<file path="src/rtl/multi_cycle_adder.sv">
// Sequential adder: operands are latched once, then summed CHUNK bits per clock
// with a running carry, and the result is held until the consumer takes it.
module multi_cycle_adder #(
   parameter int unsigned WIDTH = 8,
   parameter int unsigned CHUNK = 2
) (
   input  logic             clk,
   input  logic             rst,
   input  logic             in_valid,
   output logic             in_ready,
   input  logic [WIDTH-1:0] a,
   input  logic [WIDTH-1:0] b,
   input  logic             carry_in,
   output logic             out_valid,
   input  logic             out_ready,
   output logic [WIDTH-1:0] sum,
   output logic             carry_out
);

   localparam int unsigned NCHUNK = WIDTH / CHUNK;
   localparam int unsigned CNT_W  = (NCHUNK > 1) ? $clog2(NCHUNK) : 1;
   localparam logic [CNT_W-1:0] LAST = CNT_W'(NCHUNK - 1);

   typedef enum logic [1:0] {IDLE, BUSY, DONE} state_t;

   state_t           state;
   state_t           state_nxt;
   logic [WIDTH-1:0] a_q;
   logic [WIDTH-1:0] b_q;
   logic             cy_q;
   logic [CNT_W-1:0] cnt;
   logic [CHUNK-1:0] chunk_a;
   logic [CHUNK-1:0] chunk_b;
   logic [CHUNK-1:0] chunk_sum;
   logic             chunk_cy;
   logic [WIDTH-1:0] sum_upd;
   logic             last_chunk;

   // State register
   always_ff @(posedge clk) begin
      if (rst) begin
         state <= IDLE;
      end else begin
         state <= state_nxt;
      end
   end

   // Next-state logic
   always_comb begin
      state_nxt = state;
      case (state)
         IDLE:    if (in_valid)   state_nxt = BUSY;
         BUSY:    if (last_chunk) state_nxt = DONE;
         DONE:    if (out_ready)  state_nxt = IDLE;
         default: state_nxt = IDLE;
      endcase
   end

   // Chunk select, chunk add and merge of the new chunk into the sum
   always_comb begin
      last_chunk = (cnt == LAST);
      chunk_a    = '0;
      chunk_b    = '0;
      for (int unsigned i = 0; i < NCHUNK; i++) begin
         if (cnt == CNT_W'(i)) begin
            chunk_a = a_q[i*CHUNK +: CHUNK];
            chunk_b = b_q[i*CHUNK +: CHUNK];
         end
      end
      {chunk_cy, chunk_sum} = (CHUNK+1)'(chunk_a) + (CHUNK+1)'(chunk_b) + (CHUNK+1)'(cy_q);
      sum_upd = sum;
      for (int unsigned i = 0; i < NCHUNK; i++) begin
         if (cnt == CNT_W'(i)) begin
            sum_upd[i*CHUNK +: CHUNK] = chunk_sum;
         end
      end
   end

   // Datapath and registered handshake outputs
   always_ff @(posedge clk) begin
      if (rst) begin
         a_q       <= '0;
         b_q       <= '0;
         cy_q      <= 1'b0;
         cnt       <= '0;
         sum       <= '0;
         carry_out <= 1'b0;
         in_ready  <= 1'b1;
         out_valid <= 1'b0;
      end else begin
         in_ready  <= (state_nxt == IDLE);
         out_valid <= (state_nxt == DONE);
         case (state)
            IDLE: begin
               if (in_valid) begin
                  a_q       <= a;
                  b_q       <= b;
                  cy_q      <= carry_in;
                  cnt       <= '0;
                  sum       <= '0;
                  carry_out <= 1'b0;
               end
            end
            BUSY: begin
               sum  <= sum_upd;
               cy_q <= chunk_cy;
               cnt  <= cnt + CNT_W'(1);
               if (last_chunk) carry_out <= chunk_cy;
            end
            default: ;
         endcase
      end
   end

endmodule

</file>
<file path="config.mk">
export PLATFORM = sky130hd
export DESIGN_NAME = multi_cycle_adder
export DESIGN_NICKNAME = d
export VERILOG_FILES = /design/src/rtl/multi_cycle_adder.sv
export SDC_FILE = /design/constraint.sdc
export NUM_CORES = 1
export LEC_CHECK = 0
export ABC_AREA = 1
export CAP_MARGIN = 20
export CORE_MARGIN = 4
export CORE_UTILIZATION = 49
export CTS_CLUSTER_SIZE = 28
export DETAILED_ROUTE_END_ITERATION = 8
export PLACE_DENSITY = 0.88
export SETUP_SLACK_MARGIN = 0.1
export SLEW_MARGIN = 10
export SYNTH_ARGS = -nofsm -noshare
export SYNTH_HDL_FRONTEND = slang
export SYNTH_SLANG_ARGS = --single-unit
</file>
<file path="constraint.sdc">
create_clock -name clk -period 3.4 [get_ports clk]
set_clock_uncertainty 0.15 [all_clocks]
set_input_delay 1.02 -clock clk [delete_from_list [all_inputs] [get_ports clk]]
set_output_delay 1.02 -clock clk [all_outputs]
set_load 0.01 [all_outputs]
</file>
Yosys cells after proc, flatten, opt, wreduce, memory -nomap -nowiden --
Index checks and enable logic that the tools add are counted.
Word-level totals: bits in registers 32, input bits 21, output and inout port bits 11, logic and storage cells 61
Cells by class: add/subtract/negate cells 3, eq/ne operators 11, multiplexer cells 25, reduce and logical (&&, ||, !) cells 10
Operators by type and width (number):
- 2-bit two-way mux | 16
- 8-bit one-hot mux with 2 select lines | 1
- 3-bit AND reduction | 4
- 2-bit != test, second input constant | 5
- 2-bit == test, second input constant | 4
- 8-bit two-way mux | 1
- 2-bit logical NOT | 3
- 2-bit one-hot mux with 3 select lines | 1
- 2-bit by 1-bit == test with 1-bit output, second input constant | 2
- 1-bit one-hot mux with 2 select lines | 2
- 2-bit one-hot mux with 2 select lines | 1
- 2-bit AND reduction | 2
- 2-bit by 2-bit adder with 3-bit output | 1
- 3-bit by 1-bit adder with 3-bit output | 1
- 1-bit two-way mux | 3
- 2-bit by 1-bit adder with 2-bit output, second input constant | 1
- 2-bit nonzero test | 1

Logic depth before layout (Yosys ltp) --
word-level depth 9, gate-level depth with buffers 14, depth with buffers taken out 14

Worst setup path before layout --
OpenSTA, ideal clock, no wires.
kind register -> register, start register cnt[1], end register sum[1], setup time 0.071 ns, arrival time 2.180 ns, data required time 3.179 ns, path slack 0.999 ns, stages on the path, launching flop included 13, buffers on the path 0, period minus slack after synthesis 2.401 ns, cell sequence dfxtp_1 -> inv_1 -> ha_1 -> inv_1 -> nand2_1 -> o211ai_1 -> a21oi_1 -> fa_1 -> inv_1 -> fa_1 -> nor2_2 -> nand2_1 -> a21oi_1
On the way: longest elaborated chain between the ends 9, elaborated cells between the ends (all ways) 18
Ends and longest elaborated chain:
- start, declared | line 31 | logic [CNT_W-1:0] cnt;
- start signal, assigned | line 107 | cnt <= cnt + CNT_W'(1);
- 2-bit logical NOT | line 65, 73
- 2-bit two-way mux (4 in series) | line 65 | if (cnt == CNT_W'(i)) begin
- 2-bit by 2-bit adder with 3-bit output | line 70 | {chunk_cy, chunk_sum} = (CHUNK+1)'(chunk_a) + (CHUNK+1)'(chunk_b) + (CHUNK+1)'(cy_q);
- 3-bit by 1-bit adder with 3-bit output | line 70
- 2-bit two-way mux | line 73 | if (cnt == CNT_W'(i)) begin
- 8-bit one-hot mux with 2 select lines | line 93 | case (state)
- end signal, assigned | line 105 | sum <= sum_upd;
- end, declared | line 16 | output logic [WIDTH-1:0] sum,
Several ways; a longest one is shown, not always the timed one. The select of a mux whose other input is x is not followed. A chain may end at the register's enable or synchronous reset.

Worst setup path in the final report --
start register cnt[1], end register sum[7]
On the way: longest elaborated chain between the ends 9, elaborated cells between the ends (all ways) 18
Ends and longest elaborated chain (line):
- 2-bit logical NOT | 65
- 2-bit two-way mux (4 in series) | 65
- 2-bit by 2-bit adder with 3-bit output | 70
- 3-bit by 1-bit adder with 3-bit output | 70
- 2-bit two-way mux | 73
- 8-bit one-hot mux with 2 select lines | 93
Several ways; a longest one is shown, not always the timed one. The select of a mux whose other input is x is not followed.

==> results.tsv <==
metric	value	unit
status	completed	
Post-synth EDFFs	0	
Most used DFF post-synth	dfxtp_1	
Vias	1325	
post-synthesis async set-or-reset flop share	0	
Total GRT Usage	0.175	
CTS sink count	32	
FF+latch count, synth	32	
VDD IR-drop max	0.000327	V
initial antenna violation count	0	
Hold WC Path Type	reg -> reg	
RSZ-0062 raised after global routing	false	
GRT Max-Usage Layer	met2	
fin crit share	0.789	
post-placement cell count	249	
full die area	3890	um^2
Synth Warn #	0	
Distinct cells, synth	21	
CTS Hold Bufs	0	
dpl hpwl	2310	um
P_leak	0.727	nW
first-pass GRT wire length	5650	um
total CTS buffers	5	
DRT iter0 DRCs	55	
Core Box Area	2780	um^2
worst-margin pin slew	0.498	ns
vias per cell	5.16	
slew margin rel.	0.667	
wire per inst	12.2	um
CP max stage delay	0.42	ns
GR Overflow Total	0	
DRT antenna net count	0	
sequential fraction of the synthesis area	0.443	
cell family with most CP delay	adder cells	
Max-Cap Viols	0	
FILL cells	272	
Final Max Slew Viols	0	
Setup Slack @ Placement	0.683	ns
most used cell, CP	inv_1	
Yosys top cell area share	0.443	
Starting Density	0.520	
WL final	3130	um
Post-Syn Instances	194	
Worst Setup Path Type	reg -> reg	
PnR worst setup slack	0.717	ns
cell with the most instances after synthesis	nor2_1	
Post-CTS Setup Inserts	0	
Post-Layout Inst Area	1810	um^2
Slowest cell on crit path	fa_1	
fin nets	252	
Setup TNS Final	0	ns
# IOs	32	
CTS tree	yes	
post-cts sizing count	0	
Global Route met2 Usage	0.288	
area taken by multi-input logic gates	692	um^2
worst r2r path cells	12	
P per Cell Area	448	nW/um^2
Max Root-Sink Buffers	2	
DIE HEIGHT	62.3	um
clock-pin transition on the worst setup and hold timing paths	0.09	ns
die width	62.3	um
crit-path cells	inv_1 -> ha_1 -> inv_1 -> nand2_1 -> o211ai_1 -> a21oi_1 -> fa_1 -> inv_1 -> fa_1 -> nor2_2 -> nand2_1 -> a21oi_2	
CTS H-Tree Depth	2	
iteration count of the initial detailed-routing pass	5	
Non-Filler Instances	257	
Arr. time, crit path	2.80	ns
Setup crit end kind	register	
critical path buffer and inverter count	3	
Final setup violation count	0	
Max Freq	373	MHz
vias in the first global route	1302	
critical path peak fanout	8	
CTS root buf	clkbuf_4	
clk_lat worst skew	0.34	ns
# rows	19	
input/output buffers	31	
ant diodes	0	
largest net degree at the start of global routing	29	
FF+latch area	641	um^2
Worst setup SP type	register	
Post-synth top cells	nor2_1, dfxtp_1, nand2_1	
hold path depth	2	
Syn Area/Cell	7.46	um^2
GR Layer Usage met3	0.0613	
Synth Cell Area	1450	um^2
routability cong.	0.887	
share of layout cells above drive strength 1	0.0575	
residual DRC count	0	
largest cells by area after synthesis	dfxtp_1, nor2_1, o21ai_0	
Final Hold Fails	0	
Yosys top cell by area	dfxtp_1	
CP Data Required Time	3.52	ns
met1 Use GR	0.211	
Crit path depth	12	
area delta synth->final	24.8	%
Post-Syn Nets	221	
total placed instance area	1750	um^2
minimum clock period	2.68	ns
cells by family (layout without fill, tap and decap cells):
family,after synthesis,count (layout),synth area share
flops,32,32,0.443
simple gates,84,84,0.240
fa+ha+maj,6,6,0.0623
buf+inv,23,55,0.0787
compound gates,49,49,0.176
cell type report:
| cell class | instances | share of cell area |
|---|---|---|
| clock buffer | 8 | 0.0326 |
| inverter | 16 | 0.0360 |
| multi-input combinational | 139 | 0.383 |
| sequential | 32 | 0.355 |
| tap | 31 | 0.0215 |
| timing repair buffer | 31 | 0.172 |
metal layers:
layer | vias up | share of wire
met2 | 39 | 0.47
met1 | 595 | 0.45
met3 | 4 | 0.061
met5 | - | 0
li1 | 687 | -
met4 | 0 | 0.013
power breakdown:
group / switching, mW / internal, mW
registers: 0.0179 / 0.402
logic: 0.0887 / 0.0751
clock network: 0.124 / 0.102
total: 0.231 / 0.579
metrics by stage:
stage	power, mW	hold slack, ns	utilization
CTS	0.814	0.317	0.649
detailed placement	0.590	0.302	0.628
global route	0.860	0.353	0.649
finish	0.809	0.315	0.649
global placement	0.587	0.306	0.628
floorplan	0.533	0.298	-
state kept, by name (all words and copies together), names as in the netlist:
signal / count
a_q: 8
b_q: 8
sum: 8
cnt: 2
state: 2
carry_out: 1
cy_q: 1
in_ready: 1
out_valid: 1
worst reg2reg max path, cell delays in order, from the launching register on:
cell,delay [ns]
dfxtp_1,0.39
inv_1,0.08
ha_1,0.21
inv_1,0.19
nand2_1,0.08
o211ai_1,0.08
a21oi_1,0.11
fa_1,0.39
inv_1,0.07
fa_1,0.42
nor2_2,0.22
nand2_1,0.11
a21oi_2,0.13
placed cells by master (no fill, tap or decap), types with 2 or more instances in the layout:
master / count
dfxtp_1: 32
clkbuf_4: 5
a21oi_1: 22
nor2_2: 3
clkdlybuf4s50_1: 31
o21ai_0: 23
ha_1: 4
o211ai_1: 2
nand2_1: 30
clkbuf_1: 2
nand3_1: 8
nor2_1: 39
fa_1: 2
inv_1: 15
path summary, 6_finish.rpt:
path / start / to / slack, ns
max: cnt[1] / sum[7] / 0.72
min: sum[4] / sum[4] / 0.32
max reg2reg: cnt[1] / sum[7] / 0.72
min reg2reg: sum[4] / sum[4] / 0.32
Power figures use the tool's default switching activity.
==> RTL change 1, RTL diff (config.mk and constraints unchanged) <==
Change the parameter `WIDTH` from 8 to 32.
--- a/src/rtl/multi_cycle_adder.sv
+++ b/src/rtl/multi_cycle_adder.sv
@@ -1,7 +1,7 @@
 // Sequential adder: operands are latched once, then summed CHUNK bits per clock
 // with a running carry, and the result is held until the consumer takes it.
 module multi_cycle_adder #(
-   parameter int unsigned WIDTH = 8,
+   parameter int unsigned WIDTH = 32,
    parameter int unsigned CHUNK = 2
 ) (
    input  logic             clk,
Interface: changed (resized a, b and sum); port bits go from 32 to 104. The function was not compared with the original's and may differ.
==> RTL change 1 against the unedited design <==
- the flow now finishes with violations (setup timing)
- power grew to 3.4 times the old value
- synthesized area grew to 3.3 times the old value
- cell count grew to 3.7 times the old value
- setup slack worse by 730 ps
- sequential cell count up 74
- count of clock-buffer cells in the layout increased by 4
- design area grew to 3.6 times the old value
- clock power rose to 3.6 times the old value
- wire length grew to 4.4 times the old value
- largest cell class unchanged
==> RTL change 1: results (changes against the unedited design) <==
worst vdd ir 193 uV (was 327 uV); Slew @ Worst Pin 730 ps (was 498 ps); CTS Buffer Depth 2 (unchanged); Vias 5,015 (was 1,325); GRT Total Usage 23.0% (was 17.5%); top cells by area, synth dfxtp_1 (45%), nor2_1 (17%), o21ai_0 (10%), nand2_1 (9.3%), a21oi_1 (3.6%) (was dfxtp_1 (44%), nor2_1 (10%), o21ai_0 (8.0%), nand2_1 (7.8%), a21oi_1 (7.6%)); Top Family by Delay on Critical Path simple AND/OR/NAND/NOR gates (was adder cells); drt wl/cell 14.2 um (was 12.2 um); Post-synth top cells nor2_1 (217), nand2_1 (117), dfxtp_1 (106) (was nor2_1 (39), dfxtp_1 (32), nand2_1 (30)); worst-path maximum fanout 8 (unchanged); WP data arrival 3570 ps (was 2800 ps); setup TNS -7.89 ps (was 0 ps); vias in the first global route 4,716 (was 1,302); Final WS setup -7.89 ps (was 717 ps); slowest stage delay, CP 480 ps (was 420 ps); Detail Placement HPWL 9.48 mm (was 2.31 mm); nets@finish 901 (was 252); Async SR Flop Fraction 0% (unchanged); initial antenna violation count 0 (unchanged); number of diodes 0 (unchanged); share of layout cells above drive strength 1 14.3% (was 5.75%); initial detailed-routing violation count 313 (was 55); TritonCTS Buffers 9 (was 5); Leakage Power 2.77 nW (was 0.727 nW); violations in the final reports setup timing; # fillers 727 (was 272); largest net degree at the start of global routing 68 (was 29); R2R Path Start cnt[0]$_SDFFE_PP0P_ (was cnt[1]$_SDFFE_PP0P_); H-Tree Depth 3 (was 2); type of the tightest min-delay check reg2reg (unchanged); CP startpoint kind flop (unchanged); worst skew pair latency 380 ps (was 340 ps); setup violators final 1 (was 0); biggest regs a_q x32, b_q x32, sum x32 (was a_q x8, b_q x8, sum x8); RD Place Congestion 0.925 (was 0.887); DRT antenna net count 0 (unchanged); synth unique cells 26 (was 21); status finished with violations (was completed); Hold Crit Start a_q[1]$_SDFFE_PP0P_ (was sum[4]$_SDFFE_PP0P_); first-pass GRT wire length 21.3 mm (was 5.65 mm); yosys warns 0 (unchanged); syn_nets 784 (was 221); clock-pin slew on the worst setup and hold paths 100 ps; PortBufs 103 (was 31); Critical-path top delay cell fa_1 (unchanged); sequential area share after synthesis 44.9% (was 44.3%); Root Driver clkbuf_8 (was clkbuf_4)
==> RTL change 1: cell count changes after synthesis, sizes merged, moves of 5 or more <==
cell	unedited run	this run
a21oi	23	34
clkbuf	3	22
dfxtp	32	106
inv	16	60
nand2	32	119
nand3	8	13
nor2	42	227
o21ai	24	100
or2	0	6
==> RTL change 1: timing repair <==
item | 4_1_cts | 5_1_grt
setup buffers | 6 | 7
resized for setup | 39 | 28
gates cloned | 1 | 0
endpoints found under the setup margin | 16 | 32
hold endpoints to repair | 0 | 0
pin swaps | 11 | 15
==> RTL change 1: worst register-to-register path, cell delays in order (launching register included) <==
cell and delay, ps:
dfxtp_4 430, ha_4 180, buf_4 120, nand2_1 100, nor2_2 140, inv_1 100
or2_2 270, nand2_1 70, nand2_1 40, nand2_1 60, nand2_1 70, nand3_2 60
nand3_2 70, nand2_2 70, nand2_2 50, nand2_2 80, fa_2 200, inv_2 40
fa_1 480, inv_2 50, nor2_4 120, buf_6 150, o21ai_0 100, a21oi_1 140
==> RTL change 1: routing by layer <==
| metal | GRT usage, % | up-vias | wire length, um |
|---|---|---|---|
| li1 | - | 2459 | - |
| met5 | 0 | - | 0 |
| met4 | 7.49 | 0 | 362 |
| met1 | 28.1 | 2262 | 5550 |
| met3 | 5.65 | 48 | 1140 |
| met2 | 39.7 | 246 | 6570 |
==> RTL change 1: area by class of cell <==
cell class | instances | area share (%)
Inverter | 61 | 3.70
Sequential cell | 106 | 33.1
Tap cell | 129 | 2.50
Clock buffer | 12 | 2.40
Multi-Input combinational cell | 513 | 37.4
Timing Repair Buffer | 135 | 20.1
Clock inverter | 4 | 0.775
==> RTL change 1: worst paths after layout <==
kind	endpoint	slack [ps]	cells past startpoint
min	a_q[1]$_SDFFE_PP0P_	330	2
max reg2reg	sum[1]$_SDFFE_PP0P_	-8	23
max	sum[1]$_SDFFE_PP0P_	-8	23
min reg2reg	a_q[1]$_SDFFE_PP0P_	330	2
==> RTL change 1: cell families after synthesis <==
group / after synthesis / synth area share (%)
simple gates: 369 / 31.0
compound gates: 138 / 15.0
flops: 106 / 44.9
buf+inv: 90 / 7.20
fa+ha+maj: 6 / 1.91
==> RTL change 1: metrics by stage <==
stage	cell area, sq um	instances	worst slack [ps]
CTS	6320	953	88.9
detailed placement	5960	930	-131
global placement	5960	930	66.3
global route	6460	960	-210
floorplan	4730	709	163
finish	6460	960	-7.89
==> RTL change 1: report_power, final <==
group	internal (mW)	switching [mW]
registers	1.34	0.0584
logic	0.248	0.293
clock network	0.380	0.424
==> RTL change 2, RTL diff (same settings) <==
Without the edit above. Encoding of `state_t`: now one-hot (3 bits for 3 states).
--- a/src/rtl/multi_cycle_adder.sv
+++ b/src/rtl/multi_cycle_adder.sv
@@ -21,7 +21,7 @@
    localparam int unsigned CNT_W  = (NCHUNK > 1) ? $clog2(NCHUNK) : 1;
    localparam logic [CNT_W-1:0] LAST = CNT_W'(NCHUNK - 1);
 
-   typedef enum logic [1:0] {IDLE, BUSY, DONE} state_t;
+   typedef enum logic [2:0] {IDLE = 3'b001, BUSY = 3'b010, DONE = 3'b100} state_t;
 
    state_t           state;
    state_t           state_nxt;
Function: same outputs for any inputs over 10 cycles, from zero or initial values and one cycle with rst high; not proved beyond that.
==> RTL change 2 against the unedited design <==
- sequential cell count increased by 1
- synthesized area up 4.6%
- design area up 3.7%
- wire length shrank 4.0%
- sequential share of layout area shrank 0.21 points
- power grew 0.48%
- setup slack worse by 140 ps
- largest power group unchanged
- highest routed layer unchanged
==> RTL change 2: results (changes against the unedited design) <==
vias in the first global route 1,210 (was 1,302); Hold Crit Start b_q[5]$_SDFFE_PP0P_ (was sum[4]$_SDFFE_PP0P_); Cell Count, Final, Fillers Out 263 (was 257); hold path endpoint b_q[5]$_SDFFE_PP0P_ (was sum[4]$_SDFFE_PP0P_); worst vdd ir 263 uV (was 327 uV); worst hold slack 335 ps (was 315 ps); worst slack, placed 549 ps (was 683 ps); Vias 1,337 (was 1,325); synth unique cells 24 (was 21); Slew @ Worst Pin 649 ps (was 498 ps); worst-path maximum fanout 6 (was 8); R2R depth 15 (was 12); status completed (unchanged); drt wl/cell 11.4 um (was 12.2 um); TritonRoute pass-1 iters 4 (was 5); Mean Syn Cell Area 7.56 sq um (was 7.46 sq um); Post-synth top cells nor2_1 (45), dfxtp_1 (33), nand2_1 (26) (was nor2_1 (39), dfxtp_1 (32), nand2_1 (30)); GRT Total Usage 16.6% (was 17.5%); Leakage Power 0.816 nW (was 0.727 nW); Cell Area, Placed 0.00182 sq mm (was 0.00175 sq mm); # fillers 257 (was 272); slowest stage delay, CP 490 ps (was 420 ps); top cells by area, synth dfxtp_1 (44%), nor2_1 (11%), o21ai_0 (7.9%), nand2_1 (6.5%), a21oi_1 (5.0%) (was dfxtp_1 (44%), nor2_1 (10%), o21ai_0 (8.0%), nand2_1 (7.8%), a21oi_1 (7.6%)); share of layout cells above drive strength 1 6.90% (was 5.75%); first-pass GRT wire length 5.26 mm (was 5.65 mm); initial detailed-routing violation count 79 (was 55); reg2reg setup slack 580 ps (was 720 ps); Detail Placement HPWL 2.23 mm (was 2.31 mm); sequential area share after synthesis 43.7% (was 44.3%)
[RTL change 2: cell types whose count changed in the layout (fill, tap and decap cells not counted), sizes merged, moves of 2 or more]
cell and change:
o211ai -2, nor2 +3, a21oi -7, nand4 +2, nand2 -4, nand3b +3, inv +3, nand3 +7
[RTL change 2: power breakdown]
| part | internal [mW] | leakage (nW) | total (mW) | switching [mW] |
|---|---|---|---|---|
| registers | 0.418 | 0.272 | 0.436 | 0.0176 |
| clock network | 0.0975 | 0.0314 | 0.217 | 0.119 |
| logic | 0.0780 | 0.512 | 0.160 | 0.0825 |
| total | 0.594 | 0.816 | 0.813 | 0.219 |
[RTL change 2: final cells by class]
cell class                      count  area (sq um)  area share (%)
Sequential cell                    33           661            35.3
Timing Repair Buffer               31           310            16.6
Multi-Input combinational cell    142           737            39.3
Clock buffer                        7          55.1            2.94
Inverter                           19          71.3            3.81
Tap cell                           31          38.8            2.07
[RTL change 2: routing by layer]
metal | global-route usage (%) | part of all wire, % | vias to the layer above
li1 | - | - | 714
met1 | 19.7 | 45 | 586
met2 | 26.9 | 47 | 33
met3 | 6.75 | 6.7 | 4
met4 | 5.66 | 1.5 | 0
met5 | 0 | 0 | -
[RTL change 2: logic make-up after synthesis]
kind of cell             share of synthesized area [%]
AND/OR/NAND/NOR                                   28.3
AO/OA/AOI/OAI                                     14.5
flip-flops                                        43.7
buffers and inverters                             7.61
adder cells (fa/ha/maj)                           5.96
[RTL change 2: how the worst max path moves through the flow]
stage,startpoint,end,slack [ps],depth (start not counted)
final,cnt[1]$_SDFFE_PP0P_,sum[3]$_SDFFE_PP0P_,580,15
after global routing,cnt[0]$_SDFFE_PP0P_,sum[7]$_SDFFE_PP0P_,290,13
after CTS,cnt[1]$_SDFFE_PP0P_,sum[7]$_SDFFE_PP0P_,580,15
after global placement,cnt[1]$_SDFFE_PP0P_,sum[7]$_SDFFE_PP0P_,620,15
after detailed placement,cnt[1]$_SDFFE_PP0P_,sum[7]$_SDFFE_PP0P_,550,15
after floorplan,cnt[1]$_SDFFE_PP0P_,sum[7]$_SDFFE_PP0P_,880,13
[RTL change 2: worst reg2reg max path, delay by kind of cell, from the launching register on]
kind	cells	cell delay (ps)
DFF	1	390
AOI/OAI and AO/OA	2	210
adders and majority gates	3	1120
and+or+nand+nor	7	570
buffers and inverters	3	290
